==> config.mk <==
export PLATFORM = sky130hd
export DESIGN_NAME = regfile_scoreboard
export DESIGN_NICKNAME = d
export VERILOG_FILES = /design/src/rtl/regfile_scoreboard.sv
export SDC_FILE = /design/constraint.sdc
export NUM_CORES = 2
export LEC_CHECK = 0
export CAP_MARGIN = 25
export CORE_MARGIN = 3
export CORE_UTILIZATION = 37
export DETAILED_ROUTE_END_ITERATION = 16
export MAX_ROUTING_LAYER = met4
export REMOVE_ABC_BUFFERS = 1
export SYNTH_ARGS = -nofsm -noshare
export SYNTH_HDL_FRONTEND = slang
export SYNTH_SLANG_ARGS = --single-unit
==> constraint.sdc <==
create_clock -name clk -period 3.7 [get_ports clk]
set_clock_uncertainty 0.1 [all_clocks]
set_input_delay 0.37 -clock clk [delete_from_list [all_inputs] [get_ports clk]]
set_output_delay 0.37 -clock clk [all_outputs]
set_load 0.05 [all_outputs]
==> src/rtl/regfile_scoreboard.sv <==
// Integer register file with an in-flight write scoreboard: two registered read ports with
// writeback bypass, and a combinational issue stall on RAW/WAW hazards against pending writes.
module regfile_scoreboard #(
  parameter int unsigned XLEN  = 32,
  parameter int unsigned NREGS = 32
) (
  input  logic             clk,
  input  logic             rst_n,
  input  logic             issue,
  input  logic [4:0]       rs1,
  input  logic [4:0]       rs2,
  input  logic [4:0]       rdIssue,
  input  logic             rdValid,
  output logic             stall,
  output logic             issued,
  output logic [XLEN-1:0]  rs1Data,
  output logic [XLEN-1:0]  rs2Data,
  input  logic             writeEnabled,
  input  logic [4:0]       rdAddress,
  input  logic [XLEN-1:0]  dataIn,
  output logic [NREGS-1:0] pendingMask
);

  logic [XLEN-1:0]  regs_q [NREGS];
  logic [XLEN-1:0]  regs_d [NREGS];
  logic [NREGS-1:0] pending_q, pending_d;
  logic             issued_q, issued_d;
  logic [XLEN-1:0]  rs1_data_q, rs1_data_d;
  logic [XLEN-1:0]  rs2_data_q, rs2_data_d;

  logic             wr;
  logic             acc;
  logic             haz_rs1, haz_rs2, haz_waw;
  logic [NREGS-1:0] wr_mask;
  logic [NREGS-1:0] set_mask;
  logic [NREGS-1:0] pend_eff;

  always_comb begin
    wr       = writeEnabled && (rdAddress != 5'd0);
    wr_mask  = '0;
    set_mask = '0;
    for (int i = 1; i < NREGS; i++) begin
      wr_mask[i]  = wr && (rdAddress == 5'(i));
      set_mask[i] = acc && rdValid && (rdIssue == 5'(i));
    end
    // A register retiring this cycle is no longer a hazard.
    pend_eff = pending_q & ~wr_mask;
  end

  always_comb begin
    haz_rs1 = (rs1 != 5'd0) && pend_eff[rs1];
    haz_rs2 = (rs2 != 5'd0) && pend_eff[rs2];
    haz_waw = rdValid && (rdIssue != 5'd0) && pend_eff[rdIssue];
    stall   = issue && (haz_rs1 || haz_rs2 || haz_waw);
    acc     = issue && !stall;
  end

  always_comb begin
    regs_d = regs_q;
    if (wr) begin
      regs_d[rdAddress] = dataIn;
    end
  end

  // Set wins over clear when an issue targets the register being written back.
  always_comb begin
    pending_d    = (pending_q & ~wr_mask) | set_mask;
    pending_d[0] = 1'b0;
  end

  always_comb begin
    issued_d   = acc;
    rs1_data_d = rs1_data_q;
    rs2_data_d = rs2_data_q;
    if (acc) begin
      if (rs1 == 5'd0) begin
        rs1_data_d = '0;
      end else if (wr && (rdAddress == rs1)) begin
        rs1_data_d = dataIn;
      end else begin
        rs1_data_d = regs_q[rs1];
      end
      if (rs2 == 5'd0) begin
        rs2_data_d = '0;
      end else if (wr && (rdAddress == rs2)) begin
        rs2_data_d = dataIn;
      end else begin
        rs2_data_d = regs_q[rs2];
      end
    end
  end

  always_ff @(posedge clk or negedge rst_n) begin
    if (!rst_n) begin
      for (int i = 0; i < NREGS; i++) begin
        regs_q[i] <= '0;
      end
      pending_q  <= '0;
      issued_q   <= 1'b0;
      rs1_data_q <= '0;
      rs2_data_q <= '0;
    end else begin
      regs_q     <= regs_d;
      pending_q  <= pending_d;
      issued_q   <= issued_d;
      rs1_data_q <= rs1_data_d;
      rs2_data_q <= rs2_data_d;
    end
  end

  always_comb begin
    issued      = issued_q;
    rs1Data     = rs1_data_q;
    rs2Data     = rs2_data_q;
    pendingMask = pending_q;
  end

endmodule

# Word level (Yosys, flattened, before mapping)
# Cells that the tools add are included.
# W data, S select, Z words.
[totals]
regBits = 1120
input_bits = 57
wordCells = 214
[op_classes]
order_cmp = 7
eq_ne = 64
n_mux = 19
n_bitwise = 6
n_reduce_logical = 82
[ops]
columns = ["op", "count"]
rows = [
  ["$bwmux W1024", 1],
  ["$bmux W32 S5", 2],
  ["$mux W32", 9],
  ["$demux W32 S5", 1],
  ["$eq A5 B5 Y1 const B", 32],
  ["$eq A5 B4 Y1 const B", 16],
  ["$logic_and A1 B1 Y1", 73],
  ["$eq A5 B3 Y1 const B", 8],
  ["$and A32 B32 Y32", 1],
  ["$not A32 Y32", 1],
  ["$or A32 B32 Y32", 1],
  ["$eq A5 B2 Y1 const B", 4],
  ["$reduce_bool A5 Y1", 4],
  ["$ge A6 B6 Y1 const B", 3],
  ["$lt A5 B6 Y1 const B", 3],
  ["$not A5 Y6", 3],
  ["$bmux W1 S5", 3],
  ["$eq A5 B1 Y1 const B", 2],
  ["$eq A5 B5 Y1", 2],
  ["$logic_not A5 Y1", 2],
  ["$lt A6 B1 Y1 const B", 1],
  ["$mux W1", 3],
  ["$logic_or A1 B1 Y1", 2],
  ["$logic_not A1 Y1", 1],
]

# Logic depth before layout (Yosys ltp)
[logic_depth]
depth_word = 16
mapped_depth = 13
ltp_nobuf = 8

# Worst setup path after synthesis
# No wires, ideal clock.
[synth_timing]
path_type = "input to output"
from = "input rdAddress[4]"
to = "output stall"
arrival_time_ns = 2.895
t_required_ns = 3.230
slack_ns = 0.335
stages = 9
cell_sequence = "buf_4 > nand2b_1 > buf_2 > o21ai_0 > mux4_2 > nor2b_1 > o311ai_1 > nand2_1 > a31oi_1"
[synth_between]
elab_chain_cells = 11
[synth_lines]
columns = ["item", "line_no", "source"]
rows = [
  ["start, declared", "19", "input logic [4:0] rdAddress,"],
  ["$reduce_bool A5 Y1", "39", "wr = writeEnabled && (rdAddress != 5'd0);"],
  ["$logic_and A1 B1 Y1", "39", ""],
  ["$logic_and A1 B1 Y1", "43", "wr_mask[i] = wr && (rdAddress == 5'(i));"],
  ["$not A32 Y32 (*)", "47", "pend_eff = pending_q & ~wr_mask;"],
  ["$and A32 B32 Y32 (*)", "47", ""],
  ["$bmux W1 S5 (on tied branches)", "51, 52", ""],
  ["$mux W1 (on tied branches)", "51, 52", ""],
  ["$logic_and A1 B1 Y1 (on tied branches)", "51, 52", ""],
  ["$logic_or A1 B1 Y1", "54", "stall = issue && (haz_rs1 || haz_rs2 || haz_waw);"],
  ["$logic_or A1 B1 Y1 (*)", "54", ""],
  ["$logic_and A1 B1 Y1 (*)", "54", ""],
  ["end, declared", "14", "output logic stall,"],
]
# Every way passes the cells marked *; elsewhere a longest branch is shown, timed or not. The select of a mux whose other input is x is not followed.

# Worst setup path in the final report
[layout_timing]
from = "input rdAddress[0]"
to = "output stall"
# Same word-level chain as after synthesis.

==> summary.txt <==
Run status
  • Status: finished clean

Worst setup path
  • CP startpoint kind: input port
  • CP dominant cell by count: buf_4
  • Crit path capture: stall
  • Slowest-stage cell, CP: or4b_1
  • Cell depth of the worst flop-to-flop path: 9
  • Crit Path Class: input port to primary output
  • FF-to-FF Start: pendingMask[5]$_DFF_PN0_
  • Worst path buffer plus inverter count: 5
  • CP Data Required Time: 3.23 ns
  • Largest delay share family, worst path: buffers and inverters
  • Crit path launch: rdAddress[0]
  • CP max stage delay: 0.62 ns
  • Crit Path Max Fanout: 7
  • Arrival @ worst endpoint: 3.15 ns
  • Critical path depth: 12
  • R2r endpoint: rs1Data[14]$_DFFE_PN0P_
  • Crit end category: primary output
  • Critical path cell sequence: clkdlybuf4s50_1, buf_4, or4b_1, o21ai_1, buf_4, mux2i_1, a22oi_1, a2bb2oi_1, o211ai_2, buf_4, a31oi_2, buf_6
  • Flop-to-flop setup slack: 0.82 ns

Placement
  • Cell count after placement: 6905
  • Port Buffers: 153
  • Post-DP HPWL: 131.2 mm
  • Gpl congestion: 0.9318
  • Post-DP Area: 66680 µm²

Timing
  • Fin. Hold Viols: 0
  • Period utilisation layout: 0.9787
  • Slew Viols, Final: 0
  • Slew headroom: 0.2952
  • Setup TNS: 0 ns
  • Fin crit period: 3.621 ns
  • Worst Tran Pin Value: 1.057 ns
  • Max Clock Freq: 0.2762 GHz
  • Fin Hold WS: 0.1287 ns
  • Final setup vio count: 0
  • RSZ-0062 raised after global routing: false

Clocking
  • CTS Buffer Depth: 3
  • CTS tree: done
  • Num CTS Buffers: 130
  • Root Driver: clkbuf_16
  • Clock Latency Late Sink: 0.78 ns
  • Worst-path clk slew: 0.06 ns
  • Clk sinks: 1120
  • H-tree levels: 4

Die
  • Std-Cell Rows: 148
  • Starting density of the core: 0.3731
  • DIE HEIGHT: 411.4 µm
  • Core Area: 163000 µm²
  • Total Die Area: 169200 µm²
  • # IOs: 155
  • Die Wd: 411.4 µm

Cells and area
  • Area growth from synthesis to layout: 17.05%
  • Fin area: 71160 µm²
  • Fillcell total: 14910
  • Post-Layout Cell Count: 7149
  • Nets: 4924
  • Layout cells sized above 1: 0.3955

Power
  • Peak VDD IR: 0.3358 mV
  • PwrDens: 547.0 nW/µm²
  • Total power: 38.93 mW
  • Leak pwr: 30.93 nW

Synth
  • Area contributors post-synth: dfrtp_1 46%, mux2_2 18%, mux4_2 13%
  • Async S/R FF share, synth: 1.000
  • Area leader, netlist: dfrtp_1
  • Synth Cell Area: 60790 µm²
  • Top_reg_cell synth: dfrtp_1
  • Top-area cell type share of the netlist area: 0.4610
  • Seq/Total Area, Yosys: 0.4610
  • Synthesis warning total: 0
  • Post-Syn Instances: 4737
  • EDFF count, synth: 0
  • Number of distinct library cells after synthesis: 71
  • Syn Area/Cell: 12.83 µm²
  • Flops & latches, synth: 1120

Routing
  • Total iterations of the first detailed-routing run: 5
  • WL per Instance: 30.25 µm
  • Met1 WL: 92.43 mm
  • Via count: 43770
  • Number of antenna-violating nets in the routed design: 0
  • Routed wl met3: 16.44 mm
  • Iteration-0 DRC Markers: 4671
  • DRC Markers: 0
  • Routed Wire Length: 216.2 mm
  • Drt via density: 6.123
  • Metal2 WL: 98.92 mm
  • DR top layer: met4

Hold path
  • Hold crit path type: input port to asynchronous set/reset pin

Global routing
  • Number of global-route vias before repair: 43960
  • Largest net degree at the start of global routing: 120
  • Aggregate global routing overflow: 0
  • Initial antenna violation count: 7
  • Global-route usage over all layers: 0.2609
  • First-pass GRT wire length: 314.9 mm

Job
  • Max-Cap Viols: 0
-- where the power goes --
part	leakage, nW	internal, mW	switching, mW
Clock	2.15	7.79	5.39
Sequential	14.4	14.7	1.81
Combinational	14.4	4.71	4.54
-- cells in the mapped netlist (16+ instances only) --
cell type,count
dfrtp_1,1120
mux2_2,995
mux2i_1,385
mux4_2,351
nand2_1,351
clkbuf_1,334
nand3_1,148
o21ai_0,146
nor2_1,105
a21oi_1,102
nand4_1,92
buf_2,84
buf_1,72
mux2_1,64
a22oi_1,59
a211oi_1,36
nor3_1,28
nor2b_1,24
o31ai_1,24
o211ai_1,19
a31oi_1,18
o22ai_1,16
-- state kept, by name, indices dropped and copies added, names as in the netlist --
register	cells
rs1Data	32
regs_q	1024
issued	1
rs2Data	32
pendingMask	31
-- timing repair --
item | CTS | global route
buffers inserted | 0 | 2
gates resized for setup | 2 | 9
hold buffers | 1 | 0
endpoints found under the hold margin | 50 | 0
pin swaps | 0 | 1
setup endpoints to repair | 1 | 1
cloned | 0 | 0
-- through the flow --
stage | utilization | setup slack (ns)
2_1_floorplan | - | -1.913
3_3_place_gp | 0.4091 | -0.1369
3_5_place_dp | 0.4092 | -0.1196
4_1_cts | 0.4360 | 0.003845
5_1_grt | 0.4367 | 0.002255
6_report | 0.4367 | 0.07895
-- area by class of cell --
class                           count  area, µm²  area share
Clock buffer                      199       3950     0.05551
Multi-Input combinational cell   3109      31010      0.4358
Tap cell                         2175       2721     0.03824
Inverter                            8      30.03   0.0004220
Sequential cell                  1120      28030      0.3939
Timing Repair Buffer              498       4992     0.07016
Antenna cell                        6      15.01   0.0002110
Clock inverter                     34      409.1    0.005750
-- cells in the final DEF, fill, tap and decap left out, types with 7 or more instances in the layout --
cell	synthesis	routed
a31oi_1	18	17
nand3_1	148	146
o211ai_1	19	19
o31ai_1	24	24
o21ai_1	10	11
nor2b_1	24	20
a22oi_1	59	59
mux2_1	64	64
clkinv_2	0	18
nor2_4	0	24
clkbuf_16	0	137
o22ai_1	16	16
nand2_1	351	338
buf_12	0	66
clkbuf_8	0	31
buf_4	8	279
a221oi_1	12	12
o21ai_0	146	145
nand2_2	0	11
mux2_2	995	995
a211oi_1	36	36
mux4_2	351	351
clkbuf_1	334	32
nor3_1	28	28
o2111ai_1	9	9
a21oi_1	102	102
a2111oi_0	15	15
a22o_1	7	7
inv_1	7	7
nand4_1	92	92
mux2i_1	385	385
dfrtp_1	1120	1119
clkdlybuf4s50_1	0	139
nand2b_1	10	7
nor2_1	105	81
-- cells by family after synthesis --
family | share of synthesized area
other cells | 0.00006168
xor+xnor | 0.001441
compound gates | 0.05260
buf+inv | 0.03383
mux | 0.3896
simple gates | 0.06147
flops | 0.4610
-- worst min-delay path by stage --
stage	from	end	depth (start not counted)
final	rst_n	regs_q[114]$_DFFE_PN0P_	2
after detailed placement	regs_q[1016]$_DFFE_PN0P_	regs_q[1016]$_DFFE_PN0P_	0
after global placement	regs_q[1023]$_DFFE_PN0P_	regs_q[1023]$_DFFE_PN0P_	0
after floorplan	rst_n	issued$_DFF_PN0_	0
after global routing	rst_n	regs_q[114]$_DFFE_PN0P_	2
after CTS	rst_n	regs_q[114]$_DFFE_PN0P_	2
-- metal layers --
layer  vias up  track usage
li1      18080            -
met1     23310       0.3488
met2      1915       0.3945
met3       471      0.05271
met4         0      0.09366
met5         -            -
Power figures use the tool's default switching activity.
